<file path="config.mk">
export PLATFORM = sky130hd
export DESIGN_NAME = uart_tx_fifo
export DESIGN_NICKNAME = d
export VERILOG_FILES = /design/src/rtl/uart_pkg.sv /design/src/rtl/sync_fifo.sv /design/src/rtl/uart_tx_fifo.sv
export SDC_FILE = /design/constraint.sdc
export NUM_CORES = 1
export LEC_CHECK = 0
export ABC_CLOCK_PERIOD_IN_PS = 11980
export CAP_MARGIN = 10
export CORE_UTILIZATION = 63
export DETAILED_ROUTE_END_ITERATION = 10
export GPL_ROUTABILITY_DRIVEN = 0
export GPL_TIMING_DRIVEN = 1
export PLACE_DENSITY = 0.83
export SETUP_SLACK_MARGIN = 0.5
export SLEW_MARGIN = 15
export SYNTH_ARGS = -nofsm -noshare
export SYNTH_HDL_FRONTEND = slang
export SYNTH_HIERARCHICAL = 1
export SYNTH_SLANG_ARGS = --single-unit
</file>
<file path="constraint.sdc">
create_clock -name clk -period 11.98 [get_ports clk]
set_input_delay 2.396 -clock clk [delete_from_list [all_inputs] [get_ports clk]]
set_output_delay 2.396 -clock clk [all_outputs]
set_load 0.05 [all_outputs]
</file>
<file path="src/rtl/uart_pkg.sv">
// Shared UART definitions: serializer state encoding,
// bit-period constants and the effective-period helper.
package uart_pkg;

  localparam int unsigned CPB_W = 13;
  localparam int unsigned MIN_CLKS_PER_BIT = 2;

  typedef enum logic [1:0] {
    IDLE  = 2'd0,
    START = 2'd1,
    DATA  = 2'd2,
    STOP  = 2'd3
  } uart_state_e;

  // Periods below the minimum cannot form a bit; clamp them.
  function automatic logic [CPB_W-1:0] eff_cpb(
    input logic [CPB_W-1:0] c
  );
    if (c < CPB_W'(MIN_CLKS_PER_BIT)) begin
      return CPB_W'(MIN_CLKS_PER_BIT);
    end
    return c;
  endfunction

endpackage

</file>
<file path="src/rtl/sync_fifo.sv">
// Synchronous FIFO with registered full/empty/level/overflow.
// Ports: wr_en/wr_data push, rd_en pop, rd_data shows head entry.
module sync_fifo #(
  parameter int DATA_WIDTH = 8,
  parameter int FIFO_DEPTH = 8
) (
  input  logic                          clk,
  input  logic                          rst,
  input  logic                          wr_en,
  input  logic [DATA_WIDTH-1:0]         wr_data,
  input  logic                          rd_en,
  output logic [DATA_WIDTH-1:0]         rd_data,
  output logic                          full,
  output logic                          empty,
  output logic [$clog2(FIFO_DEPTH):0]   level,
  output logic                          overflow
);

  localparam int AW = $clog2(FIFO_DEPTH);
  localparam int LW = AW + 1;

  logic [DATA_WIDTH-1:0] mem_q [FIFO_DEPTH];

  logic [AW-1:0] wr_ptr_q, wr_ptr_d;
  logic [AW-1:0] rd_ptr_q, rd_ptr_d;
  logic [LW-1:0] level_q, level_d;
  logic          full_q, full_d;
  logic          empty_q, empty_d;
  logic          ovf_q, ovf_d;
  logic          push, pop;

  // A write while full is dropped even if a pop
  // frees a slot on the same edge.
  assign push = wr_en && !full_q;
  assign pop  = rd_en && !empty_q;

  always_comb begin
    wr_ptr_d = wr_ptr_q;
    rd_ptr_d = rd_ptr_q;
    level_d  = level_q;
    if (push) wr_ptr_d = wr_ptr_q + AW'(1);
    if (pop)  rd_ptr_d = rd_ptr_q + AW'(1);
    unique case ({push, pop})
      2'b10:   level_d = level_q + LW'(1);
      2'b01:   level_d = level_q - LW'(1);
      default: level_d = level_q;
    endcase
    full_d  = (level_d == LW'(FIFO_DEPTH));
    empty_d = (level_d == '0);
    ovf_d   = wr_en && full_q;
  end

  always_ff @(posedge clk or negedge rst) begin
    if (!rst) begin
      wr_ptr_q <= '0;
      rd_ptr_q <= '0;
      level_q  <= '0;
      full_q   <= 1'b0;
      empty_q  <= 1'b1;
      ovf_q    <= 1'b0;
    end else begin
      wr_ptr_q <= wr_ptr_d;
      rd_ptr_q <= rd_ptr_d;
      level_q  <= level_d;
      full_q   <= full_d;
      empty_q  <= empty_d;
      ovf_q    <= ovf_d;
    end
  end

  always_ff @(posedge clk) begin
    if (push) mem_q[wr_ptr_q] <= wr_data;
  end

  assign rd_data  = mem_q[rd_ptr_q];
  assign full     = full_q;
  assign empty    = empty_q;
  assign level    = level_q;
  assign overflow = ovf_q;

endmodule

</file>
<file path="src/rtl/uart_tx_fifo.sv">
// UART transmitter fed by a sync_fifo: 8N1-style framing.
// Ports: wr_* enqueue, full/empty/level/overflow status, tx serial out.
module uart_tx_fifo
  import uart_pkg::*;
#(
  parameter int DATA_WIDTH = 8,
  parameter int FIFO_DEPTH = 8
) (
  input  logic                        clk,
  input  logic                        rst,
  input  logic [CPB_W-1:0]            clks_per_bit,
  input  logic [DATA_WIDTH-1:0]       wr_data,
  input  logic                        wr_en,
  output logic                        full,
  output logic                        empty,
  output logic [$clog2(FIFO_DEPTH):0] level,
  output logic                        overflow,
  output logic                        tx_data_bit,
  output logic                        busy,
  output logic                        tx_done
);

  localparam int BW =
    (DATA_WIDTH > 1) ? $clog2(DATA_WIDTH) : 1;

  uart_state_e state_q, state_d;

  logic [CPB_W-1:0]      cnt_q, cnt_d;
  logic [CPB_W-1:0]      n_q, n_d;
  logic [BW-1:0]         bit_q, bit_d;
  logic [DATA_WIDTH-1:0] sh_q, sh_d;
  logic                  tx_q, tx_d;
  logic                  busy_q, busy_d;
  logic                  done_q, done_d;

  logic                  fifo_empty;
  logic [DATA_WIDTH-1:0] fifo_head;
  logic                  pop;
  logic                  load;
  logic                  bit_end;

  sync_fifo #(
    .DATA_WIDTH (DATA_WIDTH),
    .FIFO_DEPTH (FIFO_DEPTH)
  ) u_fifo (
    .clk      (clk),
    .rst      (rst),
    .wr_en    (wr_en),
    .wr_data  (wr_data),
    .rd_en    (pop),
    .rd_data  (fifo_head),
    .full     (full),
    .empty    (fifo_empty),
    .level    (level),
    .overflow (overflow)
  );

  assign bit_end = (cnt_q == n_q - CPB_W'(1));

  always_comb begin
    state_d = state_q;
    cnt_d   = cnt_q;
    n_d     = n_q;
    bit_d   = bit_q;
    sh_d    = sh_q;
    tx_d    = tx_q;
    load    = 1'b0;

    unique case (state_q)
      IDLE: begin
        tx_d = 1'b1;
        load = !fifo_empty;
      end
      START: begin
        if (bit_end) begin
          state_d = DATA;
          cnt_d   = '0;
          bit_d   = '0;
          tx_d    = sh_q[0];
          sh_d    = sh_q >> 1;
        end else begin
          cnt_d = cnt_q + CPB_W'(1);
        end
      end
      DATA: begin
        if (bit_end) begin
          cnt_d = '0;
          if (bit_q == BW'(DATA_WIDTH - 1)) begin
            state_d = STOP;
            tx_d    = 1'b1;
          end else begin
            bit_d = bit_q + BW'(1);
            tx_d  = sh_q[0];
            sh_d  = sh_q >> 1;
          end
        end else begin
          cnt_d = cnt_q + CPB_W'(1);
        end
      end
      STOP: begin
        if (bit_end) begin
          state_d = IDLE;
          load    = !fifo_empty;
        end else begin
          cnt_d = cnt_q + CPB_W'(1);
        end
      end
      default: state_d = IDLE;
    endcase

    // START entry: pop head, latch the bit period,
    // drive the start bit on the same edge.
    if (load) begin
      state_d = START;
      cnt_d   = '0;
      n_d     = eff_cpb(clks_per_bit);
      sh_d    = fifo_head;
      tx_d    = 1'b0;
    end

    pop    = load;
    busy_d = (state_d != IDLE);
    done_d = (state_d == STOP) &&
             (cnt_d == n_q - CPB_W'(1));
  end

  always_ff @(posedge clk or negedge rst) begin
    if (!rst) begin
      state_q <= IDLE;
      cnt_q   <= '0;
      n_q     <= CPB_W'(MIN_CLKS_PER_BIT);
      bit_q   <= '0;
      sh_q    <= '0;
      tx_q    <= 1'b1;
      busy_q  <= 1'b0;
      done_q  <= 1'b0;
    end else begin
      state_q <= state_d;
      cnt_q   <= cnt_d;
      n_q     <= n_d;
      bit_q   <= bit_d;
      sh_q    <= sh_d;
      tx_q    <= tx_d;
      busy_q  <= busy_d;
      done_q  <= done_d;
    end
  end

  assign empty       = fifo_empty;
  assign tx_data_bit = tx_q;
  assign busy        = busy_q;
  assign tx_done     = done_q;

endmodule

</file>
# == Word level (Yosys, flattened, before mapping) ==
# Memories as Yosys holds them, arrays and structs flattened.
# Cells that the tools add are included.
# op_classes
add_sub_neg,7
n_reduce_logical,16
muxes,33
n_eq_ne,16
order_cmp,1
# ops
op,n
$mux 13,5
$mux 8,4
$eq 13x13->1,2
$pmux 13 s2,1
$pmux 8 s2,1
$add 13x1->13 const B,1
$lt 13x2->1 const B,1
$sub 13x1->13 const B,1
$mux 2,5
$add 3x1->3 const B,3
$mux 1,9
$mux 3,3
$ne 3x2->1 const B,3
$eq 2x2->1 const B,4
$pmux 4 s2,1
$reduce_and 4->1,2
$ne 2x2->1 const B,3
$pmux 2 s3,1
$pmux 3 s2,1
$add 4x1->4 const B,1
$eq 2x1->1 const B,2
$eq 4x4->1 const B,1
$logic_and 1x1->1,4
$logic_not 4->1,1
other kinds (11),13
# word_totals
register_bits,55
memories,1
ramBits,64
inputBits,24
output_inout_bits,10
wordCells,88
# memory_table
memory,depth,width,rd,rd_ports_with_merged_regs,wr,line,text
u_fifo.mem_q,8,8,1,0,1,sync_fifo.sv:22,logic [DATA_WIDTH-1:0] mem_q [FIFO_DEPTH];

# == Longest topological paths before layout ==
# logic_depth
ltp_word,8
ltp_mapped,23
ltp_nobuf,19

# == Cells and area by module ==
# Netlist, hierarchy kept.
# by_module_without_submodules
module,cells_each,n_inst,seq_area_each_um2,area_per_inst_um2
uart_tx_fifo,400,1,1053.5,3492.1
sync_fifo,168,1,2248.4,3126.7

# == Worst setup path after synthesis ==
# OpenSTA, ideal clock, no wires.
# synth_path
path_type,register -> register
from,reg n_q[0]
to,"reg u_fifo.full_q, in the netlist u_fifo/full"
setup_ns,0.073
slack_ns,7.131
t_arrival_ns,4.776
synth_period_minus_slack_ns,4.849
path_buffers,4
path_stages_with_launch,24
required_ns,11.907
cell_sequence,dfrtp_1 buf_6 inv_1 ha_1 buf_2 or3b_1 buf_2 nor4b_4 xor2_1 a2111oi_0 nand4_1 a21o_1 clkbuf_1 inv_1 nand2b_2 inv_1 nand2_1 xnor2_1 ha_1 a21oi_1 or3_4 a2111o_1 a31o_1 nor2b_1
# synth_between
elab_chain_cells,8
word_cells_on_any_way,9
classes_between,1 x add/sub; 4 x eq/ne; 3 x mux; 1 x reduce/logical
# synth_lines
item,line,text
"start, declared",uart_tx_fifo.sv:29,"logic [CPB_W-1:0] n_q, n_d;"
"start signal, assigned",uart_tx_fifo.sv:131,n_q <= CPB_W'(MIN_CLKS_PER_BIT);
"start signal, assigned",uart_tx_fifo.sv:140,n_q <= n_d;
$sub 13x1->13 *,uart_tx_fifo.sv:58,assign bit_end = (cnt_q == n_q - CPB_W'(1));
$eq 13x13->1 *,uart_tx_fifo.sv:58,
$mux 1 *,uart_tx_fifo.sv:101,if (bit_end) begin
$pmux 1 s2 *,uart_tx_fifo.sv:69,unique case (state_q)
named net load,uart_tx_fifo.sv:39,logic load;
$logic_and 1x1->1 *,sync_fifo.sv:35,assign pop = rd_en && !empty_q;
$eq 2x1->1 or $eq 2x2->1 (tied branches),sync_fifo.sv:43,"unique case ({push, pop})"
$pmux 4 s2 *,sync_fifo.sv:43,
$eq 4x4->1 *,sync_fifo.sv:48,full_d = (level_d == LW'(FIFO_DEPTH));
named net u_fifo.full_d,sync_fifo.sv:27,"logic full_q, full_d;"
"end signal, assigned",sync_fifo.sv:65,full_q <= full_d;
"end, declared",sync_fifo.sv:27,
# The timed path passes the listed nets; every way through them passes the cells marked *.
# A chain may end at the register's enable or synchronous reset.

# == Worst setup path after layout ==
# layout_path
from,reg n_q[0]
to,"reg u_fifo.empty_q, in the netlist u_fifo/empty"
# layout_between
elab_chain_cells,8
word_cells_on_any_way,9
classes_between,1 x add/sub; 3 x eq/ne; 3 x mux; 2 x reduce/logical
# layout_lines
item,line,text
$sub 13x1->13 *,uart_tx_fifo.sv:58,
$eq 13x13->1 *,uart_tx_fifo.sv:58,
$mux 1 *,uart_tx_fifo.sv:101,
$pmux 1 s2 *,uart_tx_fifo.sv:69,
named net load,uart_tx_fifo.sv:39,
$logic_and 1x1->1 *,sync_fifo.sv:35,
$eq 2x1->1 or $eq 2x2->1 (tied branches),sync_fifo.sv:43,
$pmux 4 s2 *,sync_fifo.sv:43,
$logic_not 4->1 *,sync_fifo.sv:49,empty_d = (level_d == '0);
named net u_fifo.empty_d,sync_fifo.sv:28,"logic empty_q, empty_d;"
"end signal, assigned",sync_fifo.sv:66,empty_q <= empty_d;
"end, declared",sync_fifo.sv:28,
# Marks and branches as above.

==> out/qor.csv <==
metric;value;unit
synth_xor_area_frac;0.0493;
hold_viol;0;
die-area;10900;µm²
seq_area_frac_synth;0.499;
n_antenna_cell;0;
ys_warn_count;6;
hold_buffers;0;
clkTransAtPathRegs;0.06;ns
ys_types;84;
die_w;105;µm
num_vias;4828;
rsz0062_at_grt;no;
fin_setup_tns;0;ns
reg2reg_setup_slack;6.05;ns
post_cts_buffers;0;
cts_buffer_depth;2;
path_max_fanout;33;
drcViolationCount;0;
finalSetupViolations;0;
drt_wl_total;15500;µm
clock_latency;0.52;ns
power;1.94;mW
synth_fp_nets;605;
ir_worst_vdd;0.175;mV
mappedNetlistArea;6620;µm²
antenna_found_initial;0;
numPortBuffers;33;
overflow;0;
drt_pass1_iterations;7;
reg2reg_depth;19;
fmax;0.169;GHz
arrival;6.37;ns
grt_max_degree;56;
ys_seq_elements;119;
ant_nets;0;
hp-class;register to register;
track_usage;0.303;
crit_type;register to register;
numClockSinks;119;
drt_iter0_drc;385;
cts.htree.levels;4;
synth-edff-count;64;
slew_violations;0;
final_common_cell;edfxtp_1;
start_util;0.644;
grt_pass1_wl;25000;µm
viasPerCell;6.55;
status;completed;
synth_cells;568;
rows;37;
crit_path_end_kind;register;
ctsResizeCount;0;
start_kind;register;
whs_path_depth;1;
cts_root_buf;clkbuf_8;
dieHeight;105;µm
cp.required;12.43;ns
synth_top_family_by_area;simple AND/OR/NAND/NOR gates;
nets;625;
synthMuxAreaShare;0.113;
synth_fa_ha_area_frac;0.0246;
core_area;10300;µm²
final_cell_mix;64 x edfxtp_1, 51 x dfrtp_1, 39 x nor2_1, 39 x nand2_1, 32 x clkdlybuf4s50_1;
synthFlopType;edfxtp_1;
syn_to_final_growth;14.0;%
cts_made_buffers;17;
p_per_area;257;nW/µm²
synth_area_per_cell;11.7;µm²
synthSimpleGateAreaFrac;0.166;
drive_gt1_frac;0.168;
cts_tree;done;
slew_headroom;0.253;
finClkSkew;0.0183;ns
dp_hpwl;10300;µm
avgRoutedWirePerCell;21.0;µm
async_flop_share;0.462;
synth_compound_area_frac;0.110;
io_pins;34;
first_global_vias;4814;
fin_crit;5.93;ns
fin_crit_sh;0.495;
p_leak;2.88;nW
cap_violations;0;
worst_pin_slew;1.12;ns
fill_cells;708;
==> power by group <==
group	internal, mW	switching (mW)
Combinational	0.328	0.432
Sequential	0.542	0.143
Clock	0.284	0.206
Total	1.15	0.781
==> critical path: stages (launching register included) <==
cell and delay [ns]:
dfrtp_1 0.45, inv_1 0.11, ha_1 0.35, or3b_1 0.52, nor4b_4 0.33, xor2_1 0.16, a2111oi_0 0.64, nand4_1 0.26
a21o_1 0.64, inv_1 0.36, nand2b_2 0.18, inv_1 0.18, nand2_1 0.09, xnor2_1 0.13, ha_1 0.19, a21oi_1 0.20
o21ai_0 0.27, a2111o_1 0.45, a31o_1 0.23, nor2_1 0.11
==> state kept, by name, indices dropped and copies added (netlist names), 3 cells and up <==
signal	count
u_fifo/mem_q	64
cnt_q	13
n_q	13
sh_q	8
u_fifo/level	4
bit_q	3
u_fifo/rd_ptr_q	3
u_fifo/wr_ptr_q	3
==> routing by layer <==
layer  wire length [µm]  vias up  global-route usage
met5                  0        -                   0
met4                512        0               0.123
met3                946       54              0.0545
met2               8060      247               0.528
met1               5980     2344               0.371
li1                   -     2183                   -
==> path summary, 6_finish.rpt <==
kind	from	to
hold / removal	u_fifo/level[3]	u_fifo/level[3]
max in group asynchronous	rst	u_fifo/rd_ptr_q[0]
setup / recovery	n_q[0]	u_fifo/empty
setup reg to reg	n_q[0]	u_fifo/empty
hold reg to reg	u_fifo/level[3]	u_fifo/level[3]
min in group asynchronous	rst	cnt_q[8]
==> cell usage after synthesis (13+ instances only) <==
library cell	number	area share
inv_1	21	0.012
mux2_2	21	0.036
nor2_1	39	0.022
nand2_1	39	0.022
xnor2_1	23	0.030
a21oi_1	20	0.015
o21ai_0	27	0.020
nand3_1	18	0.014
edfxtp_1	64	0.29
nor3_1	16	0.012
clkbuf_1	20	0.011
dfrtp_1	52	0.20
mux2i_1	15	0.023
ha_1	13	0.025
mux4_2	16	0.054
==> cell type report <==
cell class,instances,area [µm²],area share
sequential,119,3300,0.438
clock inverter,15,159,0.0211
multi-input combinational,391,3060,0.406
tap,136,170,0.0226
clock buffer,17,414,0.0549
inverter,23,86.3,0.0114
timing repair buffer,36,348,0.0461
==> cells by family (layout without fill, tap and decap cells) <==
family                     Yosys count  after routing
and+or+nand+nor                    193            193
DFF                                119            119
AOI/OAI and AO/OA                   99             99
buffers and inverters               58             91
muxes                               52             52
xor gates and xnor gates            34             34
adders and majority gates           13             13
==> stage by stage <==
stage	setup WS [ns]	hold slack, ns	instances	utilization	area [µm²]
after CTS	6.17	0.509	737	0.734	7540
after global placement	6.53	0.492	705	0.678	6970
after detailed placement	6.25	0.499	705	0.678	6970
after global routing	5.68	0.544	737	0.734	7540
after floorplan	7.13	0.466	568	-	6620
final	6.05	0.513	737	0.734	7540
Power figures use the tool's default switching activity.
